==> config.mk <==
export PLATFORM = sky130hd
export DESIGN_NAME = pwmcfg_update_ctrl
export DESIGN_NICKNAME = d
export VERILOG_FILES = /design/src/rtl/pwmcfg_update_ctrl.sv
export SDC_FILE = /design/constraint.sdc
export NUM_CORES = 1
export LEC_CHECK = 0
export CAP_MARGIN = 10
export CORE_UTILIZATION = 25
export CTS_CLUSTER_DIAMETER = 60
export DETAILED_ROUTE_END_ITERATION = 12
export PLACE_DENSITY = 0.46
export SLEW_MARGIN = 20
export SYNTH_ARGS = -nofsm -noshare
export SYNTH_HDL_FRONTEND = slang
export SYNTH_SLANG_ARGS = --single-unit
export TNS_END_PERCENT = 5
==> constraint.sdc <==
create_clock -name clk -period 2.27 [get_ports clk]
set_input_delay 0.227 -clock clk [delete_from_list [all_inputs] [get_ports clk]]
set_output_delay 0.227 -clock clk [all_outputs]
set_load 0.02 [all_outputs]
==> src/rtl/pwmcfg_update_ctrl.sv <==
// ---------------------------------------------------------------------------
// pwmcfg_update_ctrl
//
// Update sequencer for the PWM configuration word. It sits between the
// register bank and the PWM datapath. A new word is captured in a shadow
// register and copied to the live word (cfg_active) only at a safe carrier
// event, on an explicit force, or after a timeout. Switching the PWM on
// (bit5 0->1) pulses cnt_clr so that every enable starts counting from zero.
//
// Config word bits:
//   0 count_mode, 1 mask_mode, 2 dtclkdiv_onoff, 3 pwmclkdiv_onoff,
//   4 int_onoff, 5 pwm_onoff, 6 logic_A, 7 logic_B
//
// Ports:
//   clk, rst_n       clock, asynchronous active-low reset
//   cfg_wdata        new config word
//   cfg_wvalid       write request
//   cfg_wready       shadow can accept a word (low only in APPLY)
//   upd_mode         00 immediate, 01 zero event, 10 period event, 11 either
//   evt_zero         1-cycle pulse, carrier counter at zero
//   evt_period       1-cycle pulse, carrier counter at period
//   force_apply      commit a pending word on the next edge
//   ovr_clr          clear ovr_sticky
//   cfg_active       live config word (registered)
//   cnt_clr          1-cycle counter clear on a pwm_onoff 0->1 commit
//   upd_done         1-cycle pulse when the new cfg_active is first visible
//   to_pulse         1-cycle pulse with upd_done when the timeout forced it
//   busy             high in PENDING or APPLY
//   ovr_sticky       a pending word was overwritten before being committed
//   dbg_state        current FSM state (IDLE=0, PENDING=1, APPLY=2)
//
// Handshake: a word is transferred on a rising clk edge where both
// cfg_wvalid and cfg_wready are high; cfg_wdata is sampled on that edge.
// cfg_wvalid may be held or dropped freely; a word offered while cfg_wready
// is low is simply not taken.
// ---------------------------------------------------------------------------
module pwmcfg_update_ctrl #(
  parameter int CFG_WIDTH      = 8,
  parameter int TIMEOUT_CYCLES = 65535,
  parameter int TO_WIDTH       = 16
) (
  input  logic                 clk,
  input  logic                 rst_n,
  input  logic [CFG_WIDTH-1:0] cfg_wdata,
  input  logic                 cfg_wvalid,
  output logic                 cfg_wready,
  input  logic [1:0]           upd_mode,
  input  logic                 evt_zero,
  input  logic                 evt_period,
  input  logic                 force_apply,
  input  logic                 ovr_clr,
  output logic [CFG_WIDTH-1:0] cfg_active,
  output logic                 cnt_clr,
  output logic                 upd_done,
  output logic                 to_pulse,
  output logic                 busy,
  output logic                 ovr_sticky,
  output logic [1:0]           dbg_state
);

  typedef enum logic [1:0] {
    ST_IDLE    = 2'd0,
    ST_PENDING = 2'd1,
    ST_APPLY   = 2'd2
  } state_e;

  localparam logic [TO_WIDTH-1:0] TO_LAST = TO_WIDTH'(TIMEOUT_CYCLES - 1);
  localparam int PWM_ON_BIT = 5;

  state_e               state_q, state_d;
  logic [CFG_WIDTH-1:0] shadow_q, shadow_d;
  logic [CFG_WIDTH-1:0] cfg_active_q, cfg_active_d;
  logic [TO_WIDTH-1:0]  to_cnt_q, to_cnt_d;
  logic                 to_cause_q, to_cause_d;
  logic                 cnt_clr_q, cnt_clr_d;
  logic                 upd_done_q, upd_done_d;
  logic                 to_pulse_q, to_pulse_d;
  logic                 ovr_q, ovr_d;

  logic accept;
  logic evt_match;
  logic to_hit;

  assign cfg_wready = (state_q != ST_APPLY);
  assign busy       = (state_q != ST_IDLE);
  assign dbg_state  = state_q;

  assign cfg_active = cfg_active_q;
  assign cnt_clr    = cnt_clr_q;
  assign upd_done   = upd_done_q;
  assign to_pulse   = to_pulse_q;
  assign ovr_sticky = ovr_q;

  assign accept = cfg_wvalid & cfg_wready;
  // Mode 00 counts as an always-present event so that switching to
  // immediate mode while PENDING commits on the next edge.
  assign evt_match = (upd_mode == 2'b00)
                   | (upd_mode[0] & evt_zero)
                   | (upd_mode[1] & evt_period);
  assign to_hit = (to_cnt_q == TO_LAST);

  always_comb begin
    state_d      = state_q;
    shadow_d     = accept ? cfg_wdata : shadow_q;
    cfg_active_d = cfg_active_q;
    to_cnt_d     = to_cnt_q;
    to_cause_d   = to_cause_q;
    cnt_clr_d    = 1'b0;
    upd_done_d   = 1'b0;
    to_pulse_d   = 1'b0;
    // Overwrite of a pending word takes priority over the clear request.
    if (accept && state_q == ST_PENDING) begin
      ovr_d = 1'b1;
    end else if (ovr_clr) begin
      ovr_d = 1'b0;
    end else begin
      ovr_d = ovr_q;
    end

    unique case (state_q)
      ST_IDLE: begin
        // Events and force are ignored here; an event coinciding with the
        // accept is not consumed.
        if (accept) begin
          to_cause_d = 1'b0;
          if (upd_mode == 2'b00 || !cfg_active_q[PWM_ON_BIT]) begin
            // PWM stopped: no carrier events will come, commit directly.
            state_d = ST_APPLY;
          end else begin
            state_d  = ST_PENDING;
            to_cnt_d = '0;
          end
        end
      end
      ST_PENDING: begin
        // An overwrite here does not restart the timeout.
        to_cnt_d = to_cnt_q + TO_WIDTH'(1);
        if (evt_match || force_apply) begin
          state_d    = ST_APPLY;
          to_cause_d = 1'b0;
        end else if (to_hit) begin
          state_d    = ST_APPLY;
          to_cause_d = 1'b1;
        end
      end
      ST_APPLY: begin
        cfg_active_d = shadow_q;
        upd_done_d   = 1'b1;
        cnt_clr_d    = ~cfg_active_q[PWM_ON_BIT] & shadow_q[PWM_ON_BIT];
        to_pulse_d   = to_cause_q;
        state_d      = ST_IDLE;
      end
      default: begin
        state_d = ST_IDLE;
      end
    endcase
  end

  always_ff @(posedge clk or negedge rst_n) begin
    if (!rst_n) begin
      state_q      <= ST_IDLE;
      shadow_q     <= '0;
      cfg_active_q <= '0;
      to_cnt_q     <= '0;
      to_cause_q   <= 1'b0;
      cnt_clr_q    <= 1'b0;
      upd_done_q   <= 1'b0;
      to_pulse_q   <= 1'b0;
      ovr_q        <= 1'b0;
    end else begin
      state_q      <= state_d;
      shadow_q     <= shadow_d;
      cfg_active_q <= cfg_active_d;
      to_cnt_q     <= to_cnt_d;
      to_cause_q   <= to_cause_d;
      cnt_clr_q    <= cnt_clr_d;
      upd_done_q   <= upd_done_d;
      to_pulse_q   <= to_pulse_d;
      ovr_q        <= ovr_d;
    end
  end

endmodule

==> results of run 1 <==
[layer usage]
metal | part of all wire | vias to the layer above | GRT usage
met5 | 0 | - | 0
met4 | 0.019 | 0 | 0.05000
met3 | 0.059 | 8 | 0.03048
met2 | 0.44 | 38 | 0.1789
met1 | 0.48 | 639 | 0.1436
li1 | - | 636 | -
[state kept, by name (all words and copies together), names as in the netlist]
name and cells:
to_cnt_q 16, cfg_active 8, shadow_q 8, dbg_state 2, cnt_clr 1, ovr_sticky 1
to_cause_q 1, to_pulse 1, upd_done 1
[path summary, 6_finish.rpt]
kind / cells after the start / start / slack, ns / end
setup reg to reg: 4 / dbg_state[1] / 0.46 / to_cnt_q[13]
setup / recovery: 3 / dbg_state[0] / 0.20 / busy
min in group clk: 2 / ovr_clr / 0.49 / ovr_sticky
hold reg to reg: 1 / shadow_q[2] / 0.51 / cfg_active[2]
max in group asynchronous: 1 / rst_n / 1.68 / to_pulse
hold / removal: 1 / rst_n / 0.04 / to_cnt_q[1]
[stage by stage]
| step | worst slack [ns] | area, um2 | util |
|---|---|---|---|
| after floorplan | 0.5517 | 1782 | - |
| after global placement | 0.2322 | 2211 | 0.3236 |
| after detailed placement | 0.1957 | 2211 | 0.3236 |
| after CTS | 0.1792 | 2332 | 0.3414 |
| after global routing | 0.1102 | 2332 | 0.3414 |
| final | 0.2049 | 2332 | 0.3414 |
[cell families after synthesis]
kind of cell	share of synthesized area
multiplexers	0.1011
buffers and inverters	0.03722
AO/OA/AOI/OAI	0.1257
flip-flops	0.5478
AND/OR/NAND/NOR	0.1496
XOR/XNOR	0.02458
adder cells (fa/ha/maj)	0.01404
[power by group through the flow]
stage                     Sequential, W  Combinational (W)  Clock [W]
after CTS                       0.00104           0.000940   0.000645
after floorplan                 0.00113           0.000447          0
after global routing            0.00107            0.00100   0.000671
after detailed placement        0.00105           0.000934          0
after global placement          0.00105           0.000938          0
final                           0.00104           0.000923   0.000629
[placed cells by master, fill, tap and decap left out, drive strengths merged, types with 5 or more instances in the layout]
cell            n
a21oi          12
buf             5
clkbuf          6
clkdlybuf4s50  31
dfrtp          39
inv             9
mux2           16
nor2           10
o21ai          12
o31ai           5
or4             6
[final cells by class]
class / instances / area [um2]
Fill cell: 756 / 4499
Sequential cell: 39 / 975.9
Multi-Input combinational cell: 102 / 739.5
Timing Repair Buffer: 36 / 345.3
Tap cell: 96 / 120.1
Clock buffer: 6 / 82.58
Clock inverter: 2 / 38.79
Inverter: 8 / 30.03
==> results.toml, run 1 <==
[setup_path]
cpLargestDelayFamily = "buffers and inverters"
cp_data_arrival_time_ns = 1.84
worstPathRequired_ns = 2.04
critPathSlowestCell = "clkdlybuf4s50_1"
cp_max_fo = 7
max_stage_delay_ns = 0.56
crit_path_end_kind = "primary output"
start_kind = "register"
critPathBufInv = 2
cp_cell_sequence = "buf_4 -> or2_2 -> clkdlybuf4s50_1"
path_class = "register to primary output"

[synth]
ys_seq_elements = 39
netlist_top_cells_area = "dfrtp_1 55%, mux2_2 10%, a21oi_1 3.4%"
postSynthAreaPerCell_um2 = 11.57
synth_edf_count = 0
synthFlopType = "dfrtp_1"
synthArstFlopShare = 1.000
synth_top_cell_by_area = "dfrtp_1"
yosysUniqueCellTypes = 38
syn-num-nets = 173
synthesis.area_um2 = 1782
synth_most_common_cell = "dfrtp_1"
synth_top_area_share = 0.5478
yosys-top-cells-count = "39 x dfrtp_1, 16 x mux2_2, 12 x a21oi_1"
yosysWarnings = 0
postSynthCellCount = 154
yosysSeqAreaShare = 0.5478

[sta]
period_needed_ns = 2.065
maxSlewViolCount = 0
fin_hold_ws_ns = 0.04388
tns_ns = 0
period_share = 0.9097
rsz0062_at_grt = "no"
slew_headroom = 0.4103
hold_violations = 0
worstMarginPinSlew_ns = 0.8846
skew_ns = 0.01079
clock.fmax_ghz = 0.4842
setup_viol = 0

[global_routing]
grt_start_max_net_pins = 40
overflow = 0
antenna_found_initial = 0
grt_pass1_wl_um = 6444
track_usage = 0.1125
grt_pass1_vias = 1333

[clock_network]
cts_buffers = 5
clk_latency_ns = 0.30
cts_max_level = 2
cts_sinks = 39
cts_repair_resize_count = 0
tritoncts = "yes"
clockRootBuffer = "clkbuf_8"
clock_path_buffers = 2
post_cts_buffers = 0
hold_buffers = 0
path_clk_slew_ns = 0.09

[min_path]
hp-class = "input pin to async pin"

[finish]
drive_gt1_frac = 0.1917
antenna_cells = 0
final_cells = 289
nNetsFinal = 211
synthToLayoutAreaGrowth_pct = 30.90

[routing]
avgViaCountPerCell = 4.571
drt-wirelength-per-cell_um = 13.16
num_vias = 1321
drt_iter0_drc = 57
ant_nets = 0
drc = 0
drt_first_pass_iters = 4
wl_um = 3803

[status]
outcome = "complete, no violations"

[placed_design]
hpwl_um = 2658
placement.io_buffers = 32
place_congestion = 0.7141
placed_cells = 281

[die]
dieArea_um2 = 7468
die_h_um = 86.42
num_rows = 30
start_util = 0.2608
ios = 33
dieWidth_um = 86.42
core-area_um2 = 6832

[pwr]
intPower_w = 0.001734
clock_power_share = 0.243
p_sw_frac = 0.3298
leakagePower_nw = 0.9699
switchingPower_w = 0.0008531
p_comb_frac = 0.357
seqPwrFrac = 0.400
powerDensity_nw_per_um2 = 1109
design_power_total_w = 0.002587
peakVddDrop_mv = 0.4708

[run]
max-cap-violations = 0
(Power assumes the default switching activity.)
==> run 2: changes to the inputs <==
Settings changed: CTS_CLUSTER_SIZE from default to 10, MAX_ROUTING_LAYER from default to met4.
==> results.toml, run 2 (same netlist as run 1, synthesis figures left out) <==
[setup_path]
worstPathRequired_ns = 2.04
start_kind = "register"
crit_start = "dbg_state[0]"
cp_data_arrival_time_ns = 1.84
crit_path_end_kind = "primary output"
cp_cell_sequence = "buf_4 -> or2_2 -> clkdlybuf4s50_1"
path_class = "register to primary output"
critPathSlowestCell = "clkdlybuf4s50_1"
max_stage_delay_ns = 0.56
worstReg2RegStart = "dbg_state[1]"
critPathBufInv = 2
cp_max_fo = 7
cpLargestDelayFamily = "buffers and inverters"

[sta]
clock.fmax_ghz = 0.4842
maxSlewViolCount = 0
slew_headroom = 0.4103
period_needed_ns = 2.065
hold_violations = 0
rsz0062_at_grt = "no"
fin_hold_ws_ns = 0.04356
period_share = 0.9099
tns_ns = 0
skew_ns = 0.01084
worstMarginPinSlew_ns = 0.8846
setup_viol = 0

[routing]
drt_first_pass_iters = 4
avgViaCountPerCell = 4.571
drc = 0
drt_iter0_drc = 61
wl_um = 3804
drt-wirelength-per-cell_um = 13.16
num_vias = 1321
ant_nets = 0

[clock_network]
hold_buffers = 0
tritoncts = "yes"
cts_buffers = 5
path_clk_slew_ns = 0.09
cts_max_level = 2
post_cts_buffers = 0
clockRootBuffer = "clkbuf_8"
clk_latency_ns = 0.30
cts_sinks = 39
cts_repair_resize_count = 0
clock_path_buffers = 2

[pwr]
design_power_total_w = 0.002587
peakVddDrop_mv = 0.4708
powerDensity_nw_per_um2 = 1109
leakagePower_nw = 0.9699

[global_routing]
grt_pass1_wl_um = 6437
grt_pass1_vias = 1334
antenna_found_initial = 0
overflow = 0
grt_start_max_net_pins = 40
track_usage = 0.1159

[placed_design]
placement.io_buffers = 32
hpwl_um = 2658
place_congestion = 0.7223
dpl_cell_area_um2 = 2211

[finish]
layout_commonest_cell = "dfrtp_1"
multi_input_area_um2 = 739.5
largest_register_ffs = 16
layout_common_cells = "39 x dfrtp_1, 31 x clkdlybuf4s50_1, 16 x mux2_2"
nNetsFinal = 211
synthToLayoutAreaGrowth_pct = 30.90
drive_gt1_frac = 0.1917
post-route-util = 0.3414
regMostFlops = "to_cnt_q"
final_area_um2 = 2332
fill_cells = 756
antenna_cells = 0
regArea_um2 = 975.9

[die]
die_h_um = 86.42
core-area_um2 = 6832
num_rows = 30
start_util = 0.2608
dieArea_um2 = 7468
dieWidth_um = 86.42
ios = 33

[run]
max-cap-violations = 0

[min_path]
hp-class = "input pin to async pin"

[status]
outcome = "complete, no violations"
## run 2: cell counts in the layout (fill, tap and decap cells not counted)
No cell type changed its count.
## run 2: report_power, final
part           internal (W)  switching [W]
registers          0.000890       0.000146
logic              0.000482       0.000440
clock network      0.000362       0.000267
total               0.00173       0.000853
## run 2: worst register-to-register path: cells and delay by family, from the launching register on
family,cells,cell delay (ns)
AO/OA/AOI/OAI,2,0.36
flip-flops,1,0.49
AND/OR/NAND/NOR,2,0.89
## run 2: path summary, 6_finish.rpt
check	end	slack [ns]	cells after the start
worst max-delay path	busy	0.20	3
worst min-delay path	to_cnt_q[1]	0.04	1
worst max register to register	to_cnt_q[13]	0.46	4
worst min register to register	cfg_active[2]	0.51	1
max in group asynchronous	to_pulse	1.68	1
min in group clk	ovr_sticky	0.49	2
## run 2: metal layers
layer,vias to the layer above,part of all wire,global-route usage,wire [um]
met4,0,0.018,0.05000,69
met3,8,0.052,0.02762,199
li1,636,-,-,-
met5,-,0,-,0
met1,639,0.49,0.1454,1858
met2,38,0.44,0.1789,1676
## run 2: metrics by stage
step	setup slack (ns)	cells
after global routing	0.1102	289
after global placement	0.2322	281
after floorplan	0.5517	154
after CTS	0.1792	289
final	0.2046	289
after detailed placement	0.1957	281
## run 2: area by class of cell
type                       instances  share of cell area
clock buffer                       6             0.03541
clock inverter                     2             0.01663
inverter                           8             0.01288
multi-input combinational        102              0.3171
sequential                        39              0.4185
tap                               96             0.05150
timing repair buffer              36              0.1481
